[src/rtl/filter_table_ctrl.sv]
// rtl/filter_table_ctrl.sv - coefficient table RAM sequencer: APB pointer access vs filter fetch arbitration
module filter_table_ctrl #(
  parameter int DATA_W   = 24,
  parameter int ADDR_W   = 8,
  parameter int MAX_WAIT = 4
) (
  input  logic              clk,
  input  logic              reset,
  input  logic              acc_req,
  input  logic [2:0]        acc_op,
  input  logic [DATA_W-1:0] acc_wdata,
  output logic              acc_done,
  output logic [DATA_W-1:0] acc_rdata,
  input  logic              addr_wr,
  input  logic [ADDR_W-1:0] addr_wdata,
  output logic [ADDR_W-1:0] addr_q,
  input  logic              direct,
  output logic              busy,
  input  logic              filt_req,
  input  logic [ADDR_W-1:0] filt_addr,
  output logic              filt_gnt,
  output logic              filt_rvalid,
  output logic [DATA_W-1:0] filt_rdata,
  output logic              ram_cs,
  output logic              ram_we,
  output logic [ADDR_W-1:0] ram_addr,
  output logic [DATA_W-1:0] ram_wdata,
  input  logic [DATA_W-1:0] ram_rdata
);

  localparam int WW = (MAX_WAIT < 1) ? 1 : $clog2(MAX_WAIT + 1);

  typedef enum logic [1:0] {IDLE, PEND, RESP, DONE} state_t;

  state_t            state, state_nx;
  logic [2:0]        op_q;
  logic [DATA_W-1:0] wdata_q;
  logic [DATA_W-1:0] rdata_hold;
  logic [WW-1:0]     wait_cnt;
  logic              apb_win;

  // op_q[2] selects read; op_q[1:0] selects none / post-inc / post-dec
  assign apb_win = (state == PEND) && (direct || !filt_req || wait_cnt == WW'(MAX_WAIT));

  always_ff @(posedge clk or posedge reset) begin
    if (reset) state <= IDLE;
    else       state <= state_nx;
  end

  always_comb begin
    state_nx = state;
    case (state)
      IDLE:    if (acc_req) state_nx = PEND;
      PEND:    if (apb_win) state_nx = RESP;
      RESP:    state_nx = op_q[2] ? DONE : IDLE;
      default: state_nx = IDLE;
    endcase
  end

  always_comb begin
    filt_gnt  = filt_req && !direct && !apb_win;
    busy      = (state != IDLE);
    acc_done  = (state == DONE) || (state == RESP && !op_q[2]);
    ram_cs    = apb_win || filt_gnt;
    ram_we    = apb_win && !op_q[2];
    ram_addr  = apb_win ? addr_q : filt_addr;
    ram_wdata = wdata_q;
  end

  always_ff @(posedge clk or posedge reset) begin
    if (reset) begin
      op_q        <= '0;
      wdata_q     <= '0;
      wait_cnt    <= '0;
      addr_q      <= '0;
      acc_rdata   <= '0;
      filt_rvalid <= 1'b0;
      rdata_hold  <= '0;
    end else begin
      if (state == IDLE && acc_req) begin
        op_q    <= acc_op;
        wdata_q <= acc_wdata;
      end
      if (state == PEND && !apb_win) wait_cnt <= wait_cnt + WW'(1);
      else                           wait_cnt <= '0;
      // a register write to the pointer beats the post-increment/decrement
      if (addr_wr)                          addr_q <= addr_wdata;
      else if (apb_win && op_q[1:0] == 2'd1) addr_q <= addr_q + ADDR_W'(1);
      else if (apb_win && op_q[1:0] == 2'd2) addr_q <= addr_q - ADDR_W'(1);
      if (state == RESP && op_q[2]) acc_rdata <= ram_rdata;
      filt_rvalid <= filt_gnt;
      if (filt_rvalid) rdata_hold <= ram_rdata;
    end
  end

  assign filt_rdata = filt_rvalid ? ram_rdata : rdata_hold;

endmodule
[config.mk]
export PLATFORM = sky130hd
export DESIGN_NAME = filter_table_ctrl
export DESIGN_NICKNAME = d
export VERILOG_FILES = /design/src/rtl/filter_table_ctrl.sv
export SDC_FILE = /design/constraint.sdc
export NUM_CORES = 1
export LEC_CHECK = 0
export CELL_PAD_IN_SITES_DETAIL_PLACEMENT = 2
export CELL_PAD_IN_SITES_GLOBAL_PLACEMENT = 2
export CORE_UTILIZATION = 30
export CTS_BUF_LIST = sky130_fd_sc_hd__clkbuf_4
export DETAILED_ROUTE_END_ITERATION = 7
export PLACE_DENSITY_LB_ADDON = 0.1
export SLEW_MARGIN = 40
export SYNTH_ARGS = -nofsm -noshare
export SYNTH_HDL_FRONTEND = slang
export SYNTH_SLANG_ARGS = --single-unit
[constraint.sdc]
create_clock -name clk -period 5.18 [get_ports clk]
set_input_delay 0.518 -clock clk [delete_from_list [all_inputs] [get_ports clk]]
set_output_delay 0.518 -clock clk [all_outputs]
set_load 0.1 [all_outputs]
==> out/qor_table.md, run 1 <==
| Parameter | Value | Unit |
|:---|:---|:---|
| Cell area after layout | 0.00542 | mm^2 |
| Data required time at the worst endpoint | 4.66 | ns |
| Sequential element share of the synthesized area | 57.0 | % |
| H-tree lvl count | 3 | - |
| Remaining antenna violation count | 0 | - |
| Clock period minus worst slack | 3.01 | ns |
| Number of flops mapped to enable cells by yosys | 0 | - |
| Count of synthesis-stage warnings from yosys | 0 | - |
| Final number of hold-violating endpoints | 0 | - |
| Final Instance Count excl. Fillers | 622 | - |
| RSZ-0062 raised after global routing | false | - |
| Proportion of layout cells with a drive suffix above 1 | 44.7 | % |
| Depth of the most critical reg-to-reg path | 10 | - |
| Fraction of synthesized cell area in xor and xnor cells | 1.57 | % |
| Post-synthesis register bit count | 89 | - |
| CTS Root Buffer Type | sky130_fd_sc_hd__clkbuf_4 | - |
| Sinks on Clock Net | 89 | - |
| Mapped cell area | 0.00391 | mm^2 |
| Synthesized-area fraction occupied by ao, oa, aoi and oai cells | 4.42 | % |
| Antenna violations before repair | 0 | - |
| Endpoint arrival time on the critical path | 2.49 | ns |
| Number of max-capacitance violations reported | 0 | - |
| Diodes inserted | 0 | - |
| Clk Latency, worst-skew pair | 0.47 | ns |
| Maximum clock frequency | 333 | MHz |
| Worst flop-to-flop path endpoint | addr_q[5] | - |
| Adder and majority gate portion of the synthesized area | 3.39 | % |
| Worst clock skew on the final layout | 0.0229 | ns |
| Syn nets | 360 | - |
| Critical path, cell by cell | inv_1 > ha_1 > and2_1 > nor2_1 > nor2_4 > mux2_2 > buf_2 | - |
| Max clock buf depth | 2 | - |
| Count of input and output buffers | 166 | - |
| Fraction of synthesized area in multiplexers | 24.5 | % |
| Final RePlAce weighted congestion | 0.698 | - |
| Area of the die | 0.0135 | mm^2 |
| Number of cells produced by synthesis | 277 | - |
| Worst reg2reg setup slack | 2.44 | ns |
| Via count of the routed design | 2,860 | - |
| Worst setup startpoint | wait_cnt[0] | - |
| Cell with the most instances after synthesis | sky130_fd_sc_hd__dfrtp_1 | - |
| Total CTS buffers | 9 | - |
| Aggregate routed wire length | 10,400 | um |
| Global-route wire length before repair | 16,200 | um |
| Worst-case setup margin in the final layout | 2.17 | ns |
| Final-report setup violation count | 0 | - |
| Slowest stage cell, crit path | sky130_fd_sc_hd__buf_2 | - |
| Core region area | 0.0127 | mm^2 |
| Die width | 116 | um |
| Category of the worst setup path launch point | flip-flop | - |
| Critical path endpoint category | primary output | - |
| Crit path capture | ram_addr[0] | - |
| Area contributors post-synth | sky130_fd_sc_hd__dfrtp_1, sky130_fd_sc_hd__mux2_2, sky130_fd_sc_hd__ha_1, sky130_fd_sc_hd__o21ai_0, sky130_fd_sc_hd__a21oi_1 | - |
| Post-CTS repair timing setup buffer count | 0 | - |
| Pin slew with the least headroom to its limit | 0.763 | ns |
| Synthesized area per cell | 14.1 | um^2 |
| Cell Rows | 41 | - |
| Gr usage total | 16.4 | % |
| Post-placement worst setup slack | 2.12 | ns |
| Via/cell ratio | 4.60 | - |
| Largest net degree at the start of global routing | 57 | - |
| Resized Gates After CTS | 0 | - |
| Clock-pin slew reported for the worst setup and hold paths after clock tree synthesis | 0.14 | ns |
| Via count of the first global-routing pass | 3,107 | - |
| Die height | 116 | um |
| Distinct cells, synth | 44 | - |
| Crit Path Class | reg2out | - |
| Part of the cycle the worst path needs | 58.0 | % |
| Cell total after placement | 606 | - |
| Largest area contributor in the synthesized netlist | sky130_fd_sc_hd__dfrtp_1 | - |
| Top_reg_cell synth | sky130_fd_sc_hd__dfrtp_1 | - |
| Worst max-slew margin expressed relative to the limit | 49.0 | % |
| Syn-to-layout area delta | 38.7 | % |
| DRC violation count after routing | 0 | - |
| NumNets Final | 528 | - |
| Initial drt markers | 63 | - |
| Highest cell delay on the worst timing path | 0.42 | ns |
| Overflow left after global routing | 0 | - |
| Top cell types by occurrence after synthesis | sky130_fd_sc_hd__dfrtp_1, sky130_fd_sc_hd__mux2_2, sky130_fd_sc_hd__nand2_1 | - |
| Cell area after placement | 0.00527 | mm^2 |
| Starting Density | 30.8 | % |
| Io pins | 167 | - |
| Top fanout value on the critical path | 9 | - |
| Setup_tns | 0 | ns |
| Simple-gate share of the synthesized area | 6.69 | % |
| Drt pass-1 iters | 4 | - |
| Result of the run | finished clean | - |
| R2R Path Start | wait_cnt[0] | - |
| FFs w/ async S/R, synth | 100 | % |
| Routed len/inst | 16.7 | um |
| Area share of the leading cell type in the synthesized netlist | 57.0 | % |
| Hold buffer count at cts | 0 | - |
| Combinational family with the most area after synthesis | multiplexers | - |
| Type of the worst min-delay path | in2async | - |
| Final number of max-transition violations | 0 | - |
| Half-perimeter wire length of the detailed placement result | 7590 | um |
| Clock tree from TritonCTS | yes | - |
## cells by family after synthesis
logic type      count (synthesis)
flops                          89
mux                            85
simple gates                   41
compound gates                 28
buf+inv                        17
fa+ha+maj                      10
xor+xnor                        7
## area by class of cell
type | instances | area, um^2
clock buffers | 9 | 67.6
multi-input cells | 171 | 1590
flip-flops and latches | 89 | 2230
well taps | 172 | 215
fillers | 1343 | 7250
repair buffers | 168 | 1210
clock inverters | 7 | 85.1
inverters | 6 | 27.5
## worst max-delay path: cells and delay by family (launching register included)
family	cells	cell delay (ns)
adders and majority gates	1	0.19
buffers and inverters	2	0.47
DFF	1	0.40
muxes	1	0.25
and+or+nand+nor	3	0.71
## sequential cells by signal (all words and copies together), names as in the netlist
register     cells
wait_cnt         3
state            2
op_q             3
ram_wdata       24
filt_rvalid      1
rdata_hold      24
addr_q           8
acc_rdata       24
## stage by stage
stage | hold WS (ns) | utilization, %
floorplan | 0.431 | -
global placement | 0.450 | 45.2
detailed placement | 0.466 | 41.6
CTS | 0.423 | 42.8
global route | 0.450 | 42.8
finish | 0.445 | 42.8
## how the worst min path moves through the flow
stage	startpoint	slack (ns)	cells after the start	to
global placement	wait_cnt[0]	0.45	1	wait_cnt[0]
CTS	reset	0.42	2	ram_wdata[9]
finish	reset	0.45	2	ram_wdata[9]
floorplan	wait_cnt[0]	0.43	1	wait_cnt[0]
detailed placement	wait_cnt[0]	0.47	1	wait_cnt[0]
global route	reset	0.45	2	op_q[2]
## routing by layer
| layer | vias up | GRT usage (%) | share of wire [%] |
|---|---|---|---|
| li1 | 1321 | - | - |
| met1 | 1432 | 18.6 | 42 |
| met2 | 94 | 29.2 | 51 |
| met3 | 13 | 4.10 | 5.4 |
| met4 | 0 | 7.44 | 1.8 |
| met5 | - | 0 | 0 |
## placed cells by master, fill, tap and decap left out, types with 2 or more instances in the layout
cell                              Yosys  layout
sky130_fd_sc_hd__mux2_2              81      81
sky130_fd_sc_hd__nor2b_1              2       2
sky130_fd_sc_hd__clkinv_1             0       3
sky130_fd_sc_hd__a21o_1               2       2
sky130_fd_sc_hd__buf_4                2       2
sky130_fd_sc_hd__and3b_1              2       2
sky130_fd_sc_hd__xnor2_1              3       3
sky130_fd_sc_hd__dfrtp_1             89      89
sky130_fd_sc_hd__nand3_1              4       4
sky130_fd_sc_hd__nor2_4               2       2
sky130_fd_sc_hd__clkbuf_4             0       9
sky130_fd_sc_hd__nor3_1               2       2
sky130_fd_sc_hd__nand2_1             10      10
sky130_fd_sc_hd__ha_1                 9       9
sky130_fd_sc_hd__a21oi_1              8       8
sky130_fd_sc_hd__clkinv_4             0       2
sky130_fd_sc_hd__and2_1               2       2
sky130_fd_sc_hd__mux2i_1              3       3
sky130_fd_sc_hd__inv_1                6       5
sky130_fd_sc_hd__clkdlybuf4s50_1      0      72
sky130_fd_sc_hd__xor2_1               4       4
sky130_fd_sc_hd__nand3b_1             2       2
sky130_fd_sc_hd__o21bai_1             2       2
sky130_fd_sc_hd__o21ai_0              9       9
sky130_fd_sc_hd__buf_2                4      94
sky130_fd_sc_hd__bufinv_16            0       2
sky130_fd_sc_hd__nor2_1               5       5
Power of run 1 is left out: the tool's default activity adds up to more than one toggle a clock period on the data nets, which glitch-free logic cannot reach.
==> run 2: changes to the inputs <==
--- a/config.mk
+++ b/config.mk
@@ -7,7 +7,7 @@
 export LEC_CHECK = 0
 export CELL_PAD_IN_SITES_DETAIL_PLACEMENT = 2
 export CELL_PAD_IN_SITES_GLOBAL_PLACEMENT = 2
-export CORE_UTILIZATION = 30
+export CORE_UTILIZATION = 25
 export CTS_BUF_LIST = sky130_fd_sc_hd__clkbuf_4
 export DETAILED_ROUTE_END_ITERATION = 7
 export PLACE_DENSITY_LB_ADDON = 0.1
==> constraint.sdc (replaced) <==
create_clock -name clk -period 2.55 [get_ports clk]
set_input_delay 0.255 -clock clk [delete_from_list [all_inputs] [get_ports clk]]
set_output_delay 0.255 -clock clk [all_outputs]
set_load 0.1 [all_outputs]
==> out/qor_table.md, run 2 (synthesis gave the netlist of run 1 again) <==
| Parameter | Value | Unit | Change |
|:---|:---|:---|:---|
| Hold buffer count at cts | 0 | - | unchanged |
| Io pins | 167 | - | unchanged |
| Maximum clock frequency | 411 | MHz |  |
| Global-route wire length before repair | 17,700 | um | +9.1% |
| Cell Rows | 45 | - | +9.8% |
| Most common library cell in the layout ignoring fill and taps | sky130_fd_sc_hd__dfrtp_1 | - |  |
| Count of input and output buffers | 166 | - | unchanged |
| Data required time at the worst endpoint | 2.30 | ns | -2.36 ns |
| Final number of max-transition violations | 0 | - | unchanged |
| Clock tree from TritonCTS | yes | - |  |
| R2R Path Start | wait_cnt[0] | - |  |
| Clock period minus worst slack | 2.43 | ns |  |
| Pin slew with the least headroom to its limit | 0.725 | ns | -0.0385 ns |
| DRC violation count after routing | 0 | - | unchanged |
| Die height | 127 | um | +9.4% |
| Via count of the routed design | 2,929 | - | +2.4% |
| CTS Root Buffer Type | sky130_fd_sc_hd__clkbuf_4 | - |  |
| Initial drt markers | 72 | - | +14% |
| Category of the worst setup path launch point | flip-flop | - |  |
| Die width | 127 | um | +9.4% |
| Via count of the first global-routing pass | 3,243 | - | +4.4% |
| Total CTS buffers | 9 | - | unchanged |
| Via/cell ratio | 4.50 | - | -2.1% |
| Crit Path Class | reg2out | - |  |
| Antenna violations before repair | 0 | - | unchanged |
| Final RePlAce weighted congestion | 0.752 | - | +7.7% |
| Overflow left after global routing | 0 | - | unchanged |
| Routed len/inst | 16.9 | um | +1.4% |
| Worst max-slew margin expressed relative to the limit | 51.5 | % | +2.5 points |
| Clock-pin slew reported for the worst setup and hold paths after clock tree synthesis | 0.14 | ns | about the same |
| Result of the run | finished clean | - |  |
| Number of max-capacitance violations reported | 0 | - | unchanged |
| Cell area after layout | 0.00630 | mm^2 | +16% |
| Final-report setup violation count | 0 | - | unchanged |
| Sinks on Clock Net | 89 | - | unchanged |
| Diodes inserted | 0 | - | unchanged |
| Max clock buf depth | 2 | - | unchanged |
| Area of the die | 0.0161 | mm^2 | +20% |
| Proportion of layout cells with a drive suffix above 1 | 48.6 | % | +3.9 points |
| Most frequent cells in the layout | sky130_fd_sc_hd__dfrtp_1, sky130_fd_sc_hd__mux2_2, sky130_fd_sc_hd__clkdlybuf4s50_1 | - |  |
| Drt pass-1 iters | 4 | - | unchanged |
| Syn-to-layout area delta | 61.3 | % |  |
| Cell area after placement | 0.00606 | mm^2 | +15% |
| Clk Latency, worst-skew pair | 0.46 | ns | about the same |
| Final number of hold-violating endpoints | 0 | - | unchanged |
| Post-placement worst setup slack | 0.0169 | ns | -2.10 ns |
| Gr usage total | 14.4 | % | -2.0 points |
| Part of the cycle the worst path needs | 95.3 | % |  |
| Top fanout value on the critical path | 5 | - | -4 |
| Half-perimeter wire length of the detailed placement result | 8200 | um | +8.1% |
| Depth of the most critical reg-to-reg path | 11 | - | +1 |
| Aggregate routed wire length | 11,000 | um | +6.1% |
| Worst setup startpoint | wait_cnt[0] | - |  |
| H-tree lvl count | 3 | - | unchanged |
| Worst clock skew on the final layout | 0.0103 | ns | -0.0126 ns |
| Endpoint arrival time on the critical path | 2.18 | ns | -0.31 ns |
| Type of the worst min-delay path | in2async | - |  |
| Worst-case setup margin in the final layout | 0.120 | ns | -2.05 ns |
| Largest net degree at the start of global routing | 37 | - | -35% |
| Critical path endpoint category | primary output | - |  |
| Remaining antenna violation count | 0 | - | unchanged |
| Starting Density | 25.7 | % | -5.1 points |
| NumNets Final | 541 | - | +2.5% |
| Core region area | 0.0152 | mm^2 | +20% |
run 2: cell type report:
cell class	instances	area, um^2
Inverter	6	26.3
Timing Repair Buffer	180	1990
Clock inverter	7	95.1
Multi-Input combinational cell	172	1660
Fill cell	1562	8900
Tap cell	188	235
Sequential cell	89	2230
Clock buffer	9	67.6
run 2: through the flow:
step           TNS (ns)  cells  hold slack, ns  util [%]
6_report              0    651           0.218      41.4
3_5_place_dp          0    631           0.470      39.9
5_1_grt         -0.0450    651           0.234      41.4
3_3_place_gp          0    631           0.446      39.9
4_1_cts               0    648           0.195      41.0
2_1_floorplan         0    277           0.372         -
run 2: worst paths after layout:
check	endpoint	slack (ns)
max in group asynchronous	op_q[2]	1.73
worst min-delay path	ram_wdata[13]	0.22
min in group clk	addr_q[2]	0.34
worst max-delay path	ram_addr[7]	0.12
worst max register to register	addr_q[6]	0.12
worst min register to register	acc_rdata[16]	0.52
run 2: metal layers:
layer	vias up	routed length [um]	GRT usage [%]
met4	0	150	4.83
li1	1341	-	-
met3	11	613	4.10
met1	1479	4620	17.7
met5	-	0	0
met2	98	5620	24.5
run 2: what timing repair did:
item,4_1_cts,5_1_grt
buffers inserted,0,3
gates resized for setup,2,7
pin swaps,1,3
endpoints found under the setup margin,8,13
cloned,1,0
run 2: critical path, cell delays in order (launching register included):
cell,delay (ns)
sky130_fd_sc_hd__dfrtp_1,0.41
sky130_fd_sc_hd__inv_1,0.06
sky130_fd_sc_hd__ha_1,0.14
sky130_fd_sc_hd__and2_2,0.22
sky130_fd_sc_hd__nor2_4,0.07
sky130_fd_sc_hd__nor2_4,0.23
sky130_fd_sc_hd__mux2_2,0.41
sky130_fd_sc_hd__buf_12,0.17
Power of run 2 is left out for the same reason.
